$ cat config.mk
export PLATFORM = sky130hd
export DESIGN_NAME = koa_seq_ctrl
export DESIGN_NICKNAME = d
export VERILOG_FILES = /design/src/rtl/koa_seq_pkg.sv /design/src/rtl/koa_seq_core.sv /design/src/rtl/koa_seq_ctrl.sv
export SDC_FILE = /design/constraint.sdc
export NUM_CORES = 2
export LEC_CHECK = 0
export ABC_AREA = 1
export CAP_MARGIN = 0
export CORE_ASPECT_RATIO = 0.7
export CORE_MARGIN = 3
export CORE_UTILIZATION = 57
export DETAILED_ROUTE_END_ITERATION = 16
export PLACE_DENSITY = 0.75
export SLEW_MARGIN = 20
export SYNTH_ARGS = -nofsm -noshare
export SYNTH_HDL_FRONTEND = slang
export SYNTH_SLANG_ARGS = --single-unit
$ cat constraint.sdc
create_clock -name clk -period 10.65 [get_ports clk]
set_clock_uncertainty 0.15 [all_clocks]
set_input_delay 1.065 -clock clk [delete_from_list [all_inputs] [get_ports clk]]
set_output_delay 1.065 -clock clk [all_outputs]
set_load 0.01 [all_outputs]
$ cat src/rtl/koa_seq_pkg.sv
// Shared definitions for the sequential Karatsuba multiplier: FSM state
// encoding, default operand width and partial-product width helpers.
package koa_seq_pkg;

  localparam int KOA_SW_DEFAULT = 54;
  localparam int KOA_H_DEFAULT  = KOA_SW_DEFAULT / 2;

  typedef enum logic [2:0] {
    IDLE  = 3'd0,
    MUL_L = 3'd1,
    MUL_R = 3'd2,
    MUL_M = 3'd3,
    COMB  = 3'd4,
    DONE  = 3'd5
  } koa_state_e;

  // Width of the Q_L / Q_R partial products for half-width h.
  function automatic int koa_q_width(input int h);
    return 2 * h;
  endfunction

  // Width of the Q_M partial product; the half sums carry one extra bit each.
  function automatic int koa_qm_width(input int h);
    return 2 * h + 2;
  endfunction

endpackage

$ cat src/rtl/koa_seq_core.sv
// Combinational unsigned W x W multiplier shared by all three Karatsuba
// partial products.
module koa_seq_core
  import koa_seq_pkg::*;
#(
  parameter int W = KOA_H_DEFAULT + 1
) (
  input  logic [W-1:0]   op_a,
  input  logic [W-1:0]   op_b,
  output logic [2*W-1:0] prod
);

  assign prod = {{W{1'b0}}, op_a} * {{W{1'b0}}, op_b};

endmodule

$ cat src/rtl/koa_seq_ctrl.sv
// Sequential one-level Karatsuba multiplier: a single (H+1)-bit product unit
// is time-shared over Q_L, Q_R and Q_M, then the partials are combined.
module koa_seq_ctrl
  import koa_seq_pkg::*;
#(
  parameter int SW = KOA_SW_DEFAULT
) (
  input  logic            clk,
  input  logic            rst,
  input  logic            in_valid_i,
  output logic            in_ready_o,
  input  logic [SW-1:0]   Data_A_i,
  input  logic [SW-1:0]   Data_B_i,
  output logic            out_valid_o,
  input  logic            out_ready_i,
  output logic [2*SW-1:0] sgf_result_o,
  output logic            busy_o
);

  localparam int H   = SW / 2;
  localparam int QW  = koa_q_width(H);
  localparam int QMW = koa_qm_width(H);

  koa_state_e state_r;
  koa_state_e next_state_s;

  logic [SW-1:0]   a_r;
  logic [SW-1:0]   b_r;
  logic [H:0]      suma_r;
  logic [H:0]      sumb_r;
  logic [QW-1:0]   ql_r;
  logic [QW-1:0]   qr_r;
  logic [QMW-1:0]  qm_r;
  logic [2*SW-1:0] result_r;

  logic [H:0]      mul_a_s;
  logic [H:0]      mul_b_s;
  logic [QMW-1:0]  prod_s;
  logic [QMW-1:0]  mid_s;
  logic [2*SW-1:0] comb_s;

  koa_seq_core #(
    .W (H + 1)
  ) u_core (
    .op_a (mul_a_s),
    .op_b (mul_b_s),
    .prod (prod_s)
  );

  // Middle term is never negative, so plain unsigned subtraction suffices.
  // Modular 2*SW-bit arithmetic gives the same low bits as a 2*SW+1-bit sum.
  assign mid_s  = qm_r - {2'b00, ql_r} - {2'b00, qr_r};
  assign comb_s = {ql_r, qr_r} + ({{(2*SW-QMW){1'b0}}, mid_s} << H);

  // Next-state decode and product-unit operand steering.
  always_comb begin
    next_state_s = state_r;
    mul_a_s      = '0;
    mul_b_s      = '0;
    case (state_r)
      IDLE: begin
        if (in_valid_i) begin
          next_state_s = MUL_L;
        end else begin
          next_state_s = IDLE;
        end
      end
      MUL_L: begin
        mul_a_s      = {1'b0, a_r[SW-1:H]};
        mul_b_s      = {1'b0, b_r[SW-1:H]};
        next_state_s = MUL_R;
      end
      MUL_R: begin
        mul_a_s      = {1'b0, a_r[H-1:0]};
        mul_b_s      = {1'b0, b_r[H-1:0]};
        next_state_s = MUL_M;
      end
      MUL_M: begin
        mul_a_s      = suma_r;
        mul_b_s      = sumb_r;
        next_state_s = COMB;
      end
      COMB: begin
        next_state_s = DONE;
      end
      DONE: begin
        if (out_ready_i) begin
          next_state_s = IDLE;
        end else begin
          next_state_s = DONE;
        end
      end
      default: begin
        next_state_s = IDLE;
      end
    endcase
  end

  // FSM state register.
  always_ff @(posedge clk) begin
    if (rst) begin
      state_r <= IDLE;
    end else begin
      state_r <= next_state_s;
    end
  end

  // Operand capture, partial-product and result registers.
  always_ff @(posedge clk) begin
    if (rst) begin
      a_r      <= '0;
      b_r      <= '0;
      suma_r   <= '0;
      sumb_r   <= '0;
      ql_r     <= '0;
      qr_r     <= '0;
      qm_r     <= '0;
      result_r <= '0;
    end else begin
      case (state_r)
        IDLE: begin
          if (in_valid_i) begin
            a_r    <= Data_A_i;
            b_r    <= Data_B_i;
            suma_r <= {1'b0, Data_A_i[SW-1:H]} + {1'b0, Data_A_i[H-1:0]};
            sumb_r <= {1'b0, Data_B_i[SW-1:H]} + {1'b0, Data_B_i[H-1:0]};
          end
        end
        MUL_L:   ql_r     <= prod_s[QW-1:0];
        MUL_R:   qr_r     <= prod_s[QW-1:0];
        MUL_M:   qm_r     <= prod_s;
        COMB:    result_r <= comb_s;
        default: ;
      endcase
    end
  end

  assign in_ready_o   = (state_r == IDLE);
  assign busy_o       = (state_r != IDLE);
  assign out_valid_o  = (state_r == DONE);
  assign sgf_result_o = result_r;

endmodule

## Word level (Yosys, flattened, before mapping)

Index checks and enable logic that the tools add are counted.

- Register bits after elaboration: 439
- Input bits: 112
- Output and inout port bits: 111
- Word-level logic and storage cells: 28

- Add/sub/neg operators: 5
- Multiply operators: 1
- Equality and inequality tests: 5
- Muxes and demuxes: 5
- Reduce and logical (&&, ||, !) cells: 3

Operators with widths:

| cell | count |
|---|---|
| $pmux 28 s3 | 2 |
| $sub 56x54->56 | 2 |
| $add 108x83->108 | 1 |
| $add 27x27->28 | 2 |
| $mul 28x28->56 | 1 |
| $pmux 3 s6 | 1 |
| $eq 3x2->1 const B | 2 |
| $eq 3x3->1 const B | 2 |
| $eq 3x1->1 const B | 1 |
| $logic_not 3->1 | 1 |
| $mux 3 | 1 |
| $reduce_bool 3->1 | 1 |
| $reduce_and 2->1 | 1 |
| $mux 1 | 1 |

## Longest topological paths before layout

- Word-level depth: 3
- Depth in mapped cells: 37
- Gate-level depth less buffers: 34

## Hierarchy

Synthesis repeated with hierarchy kept, for this count alone.

- Cell total of the unflattened synthesis: 8700
- Area, all modules: 58696.3 um2

Modules (own cells, without submodules):

| module | times used | cells an instance | area an instance (um2) | seq. area each (um2) |
|---|---|---|---|---|
| koa_seq_ctrl | 1 | 4811 | 30790.8 | 8788.4 |
| koa_seq_core | 1 | 3889 | 27905.5 | 0.0 |

## Worst setup path after synthesis

OpenSTA, ideal clock, no wires.

- Path type: register to register
- From: register state_r[1]
- To: register qr_r[41]
- Library setup time: 0.109 ns
- Arrival time: 6.717 ns
- Path slack: 3.673 ns
- Cell stages (with the launch flop): 31
- Buffers on the path: 3
- Period minus slack after synthesis: 6.977 ns
- Cells stage by stage: dfxtp_1 > inv_2 > nor3_4 > inv_2 > buf_6 > buf_6 > o221ai_4 > buf_2 > nand2_1 > fa_1 > inv_1 > fa_1 > fa_1 > inv_1 > fa_1 > inv_1 > fa_1 > fa_1 > inv_1 > fa_1 > inv_1 > ha_1 > nand2_1 > nor2_1 > nand2_1 > o21ai_0 > nand2_1 > nand4_1 > nand3_1 > nand2_1 > inv_1

- Longest elaborated chain between the ends: 3

RTL lines:

| what | line | RTL |
|---|---|---|
| from (decl) | koa_seq_ctrl.sv:24 | `koa_state_e state_r;` |
| from (signal assigned) | koa_seq_ctrl.sv:104 | `state_r <= next_state_s;` |
| $eq 3x2->1, or another cell as far along | koa_seq_ctrl.sv:60 | `case (state_r)` |
| $pmux 28 s3 | koa_seq_ctrl.sv:60 |  |
| $mul 28x28->56 | koa_seq_core.sv:13 | `assign prod = {{W{1'b0}}, op_a} * {{W{1'b0}}, op_b};` |
| to (signal assigned) | koa_seq_ctrl.sv:130 | `MUL_R: qr_r <= prod_s[QW-1:0];` |
| to (decl) | koa_seq_ctrl.sv:32 | `logic [QW-1:0] qr_r;` |

Several ways; a longest one is shown, not always the timed one.
A chain may end at the register's enable or synchronous reset.

## Worst setup path in the final report

- From: register state_r[2]
- To: register ql_r[45]

- Longest elaborated chain between the ends: 3

RTL lines:

| what | line | RTL |
|---|---|---|
| $eq 3x2->1 or $eq 3x1->1 (tied branches) | koa_seq_ctrl.sv:60, koa_seq_ctrl.sv:120 |  |
| $pmux 28 s3 | koa_seq_ctrl.sv:60 |  |
| $mul 28x28->56 | koa_seq_core.sv:13 |  |
| to (signal assigned) | koa_seq_ctrl.sv:129 | `MUL_L: ql_r <= prod_s[QW-1:0];` |
| to (decl) | koa_seq_ctrl.sv:31 | `logic [QW-1:0] ql_r;` |

Several ways; a longest one is shown, not always the timed one.

==> impl_metrics.ini <==
[outcome]
status = finished, final reports clean

[synth]
synth_area_um2 = 59400
synth_fa_ha_area_frac = 0.326
syn-instance-count = 8714
synth_top_area_cell = fa_1
synth_area_leaders = fa_1 (25%), dfxtp_1 (15%), inv_1 (14%), nand2_1 (14%), ha_1 (7.9%)
yosys.area_share.simple = 0.219
seq_area_frac_synth = 0.148
ys_types = 40
synth-compound-area-share = 0.122
ys_seq_elements = 439
synth_xor_area_frac = 0.0205
yosysWarnings = 0
synthMuxAreaShare = 0
syn_avg_cell_area_um2 = 6.82
yosys.area.top_type_share = 0.246
synth_top_family_by_area = adder cells
syn_nets = 9934

[cts]
cts-resized-gates = 0
cts_setup_buffers = 0
clockBufferDepth = 3
clkTransAtPathRegs_ps = 70
cts_hold_buf = 0
cts_tree = yes
root_buffer = clkbuf_16
clk_latency_ps = 650
cts_inserted_buffers = 48
cts-htree-levels = 2
cts_sinks = 439

[hold_path]
min_to = a_r[27]
hold_start = a_r[27]
whs_path_depth = 2
min_path_type = reg -> reg

[drt]
vias_per_cell = 5.58
drt_iter0_drc = 6950
vias = 56900
drcViolationCount = 0
ant_nets = 0
drt_first_pass_iters = 9
wl_per_cell_um = 21.3
drt_wl_total_mm = 217

[timing]
worst_pin_slew_ps = 1190
fin_crit_ps = 8920
finalHoldViolCount = 0
setup_viol = 0
hold-worst-slack_ps = 323
relSlewSlack = 0.203
fmax_mhz = 112
slew_viol_final = 0
fin_setup_tns_ps = 0
fin_crit_sh = 0.837
rsz0062_at_grt = false

[cells_and_area]
fin_area_um2 = 64400
final_common_cell = inv_1
stdcell_count = 10200
layout.nets = 10000
mostFrequentLayoutCells = inv_1 (2269), nand2_1 (2143), nor2_1 (741)
area_growth_pct = 8.39
n_fill_cell = 9413
drive_gt1_frac = 0.0264

[placed_design]
portBuffers = 222
place_hpwl_mm = 178
finalWeightedCongestion = 1.06
place_inst = 10100
placed_area_um2 = 62700

[global_routing]
grt_max_degree = 134
grt_pass1_vias = 55400
grt_pass1_wl_mm = 330
antenna_found_initial = 9
grt_remaining_overflow = 0
grt_use_total = 0.398

[die]
rows = 98
initial_core_util = 0.578
core_area_um2 = 103000
dieArea_um2 = 108000
fp.dieH_um = 276
io-pin-count = 223
fp.dieW_um = 392

[pwr]
p_per_area_nw_per_um2 = 185
static-leakage-power_nw = 35.7
vdd_drop_max_mv = 0.220

[setup_path]
cp-start-kind = flip-flop
crit_path_top_delay_cell = buf_4
cpPeakStageDelay_ps = 770
cp_max_fo = 72
cp_common_cell = fa_1
reg2reg_from = state_r[2]
ff2ff_setup_slack_ps = 1730
critical_path_arrival_ps = 9270
endpoint_kind = flip-flop
rr_worst_depth = 28
worstReg2RegEnd = ql_r[45]
worst-setup-path-type = reg -> reg
critPathRequiredTime_ps = 11000

[run]
maxCapViolations = 0
worst max-delay path by stage:
stage	startpoint	to	cells past startpoint
floorplan	state_r[1]	qr_r[41]	30
detailed placement	state_r[2]	qm_r[35]	29
global route	state_r[2]	ql_r[45]	28
global placement	state_r[2]	qr_r[35]	29
CTS	state_r[2]	qm_r[35]	29
finish	state_r[2]	ql_r[45]	28
cell usage after synthesis:
cell type	n
a21o_1	24
a31oi_1	18
xor2_1	107
inv_1	2271
nand2_1	2144
o21a_1	16
nor3_4	3
o31ai_1	1
o221ai_2	15
o221ai_4	30
or2_2	5
and2_1	4
o21ai_2	3
ha_1	377
a22oi_1	9
o221ai_1	2
buf_4	15
o21bai_1	67
xnor2_1	32
and3_1	8
o211ai_1	25
nor3_1	57
nand3_1	272
nand3b_1	6
clkbuf_1	112
dfxtp_1	439
o21ai_0	434
a21oi_1	525
buf_2	107
a31o_2	2
fa_1	731
nand4_1	41
inv_2	5
a21boi_0	10
buf_1	29
o21ai_4	6
nor4_1	12
buf_6	6
nor2_1	742
a211oi_1	2
worst max-delay path, delay by kind of cell (launching register included):
family	cells	cell delay, ps
buffers and inverters	9	2020
AOI/OAI and AO/OA	2	750
and+or+nand+nor	9	1460
adders and majority gates	8	3810
DFF	1	520
registers in the layout, summed over array words and instances (netlist names):
| register | cells |
|---|---|
| qr_r | 54 |
| state_r | 3 |
| suma_r | 28 |
| sgf_result_o | 108 |
| sumb_r | 28 |
| b_r | 54 |
| ql_r | 54 |
| a_r | 54 |
| qm_r | 56 |
stage by stage:
stage                     utilization  worst slack [ps]  total power (W)
after floorplan                     -              3670          0.00670
after detailed placement        0.610              1980          0.00965
final                           0.627              1730           0.0119
after global placement          0.610              2000          0.00963
after global routing            0.626              1320           0.0125
after CTS                       0.626              1890           0.0115
routing by layer:
metal | GRT usage | vias up | wire length (um)
met5 | 0.0164 | - | 301
met1 | 0.601 | 27100 | 96600
met3 | 0.134 | 338 | 31100
li1 | - | 26100 | -
met4 | 0.0865 | 12 | 4780
met2 | 0.543 | 3251 | 84500
cell type report:
cell class	instances	area, um^2	share of cell area
clock inverter	26	315	0.00490
clock buffer	62	1340	0.0209
multi-input combinational	5730	40800	0.634
timing repair buffer	298	2830	0.0440
tap	1350	1690	0.0262
inverter	2276	8560	0.133
antenna	3	7.51	0.000117
sequential	439	8790	0.137
cell families (layout without fill, tap and decap cells):
| logic type | Yosys count | in the layout |
|---|---|---|
| AOI/OAI and AO/OA | 1189 | 1189 |
| xor gates and xnor gates | 139 | 139 |
| adders and majority gates | 1108 | 1108 |
| buffers and inverters | 2545 | 2662 |
| DFF | 439 | 439 |
| other | 0 | 3 |
| and+or+nand+nor | 3294 | 3294 |
power by group:
| group | leakage [nW] | switching (W) | internal [W] |
|---|---|---|---|
| Combinational | 31.3 | 0.00596 | 0.00217 |
| Clock | 0.815 | 0.000806 | 0.00100 |
| Sequential | 3.59 | 0.000181 | 0.00182 |
| Total | 35.7 | 0.00694 | 0.00499 |
(Power assumes the default switching activity.)
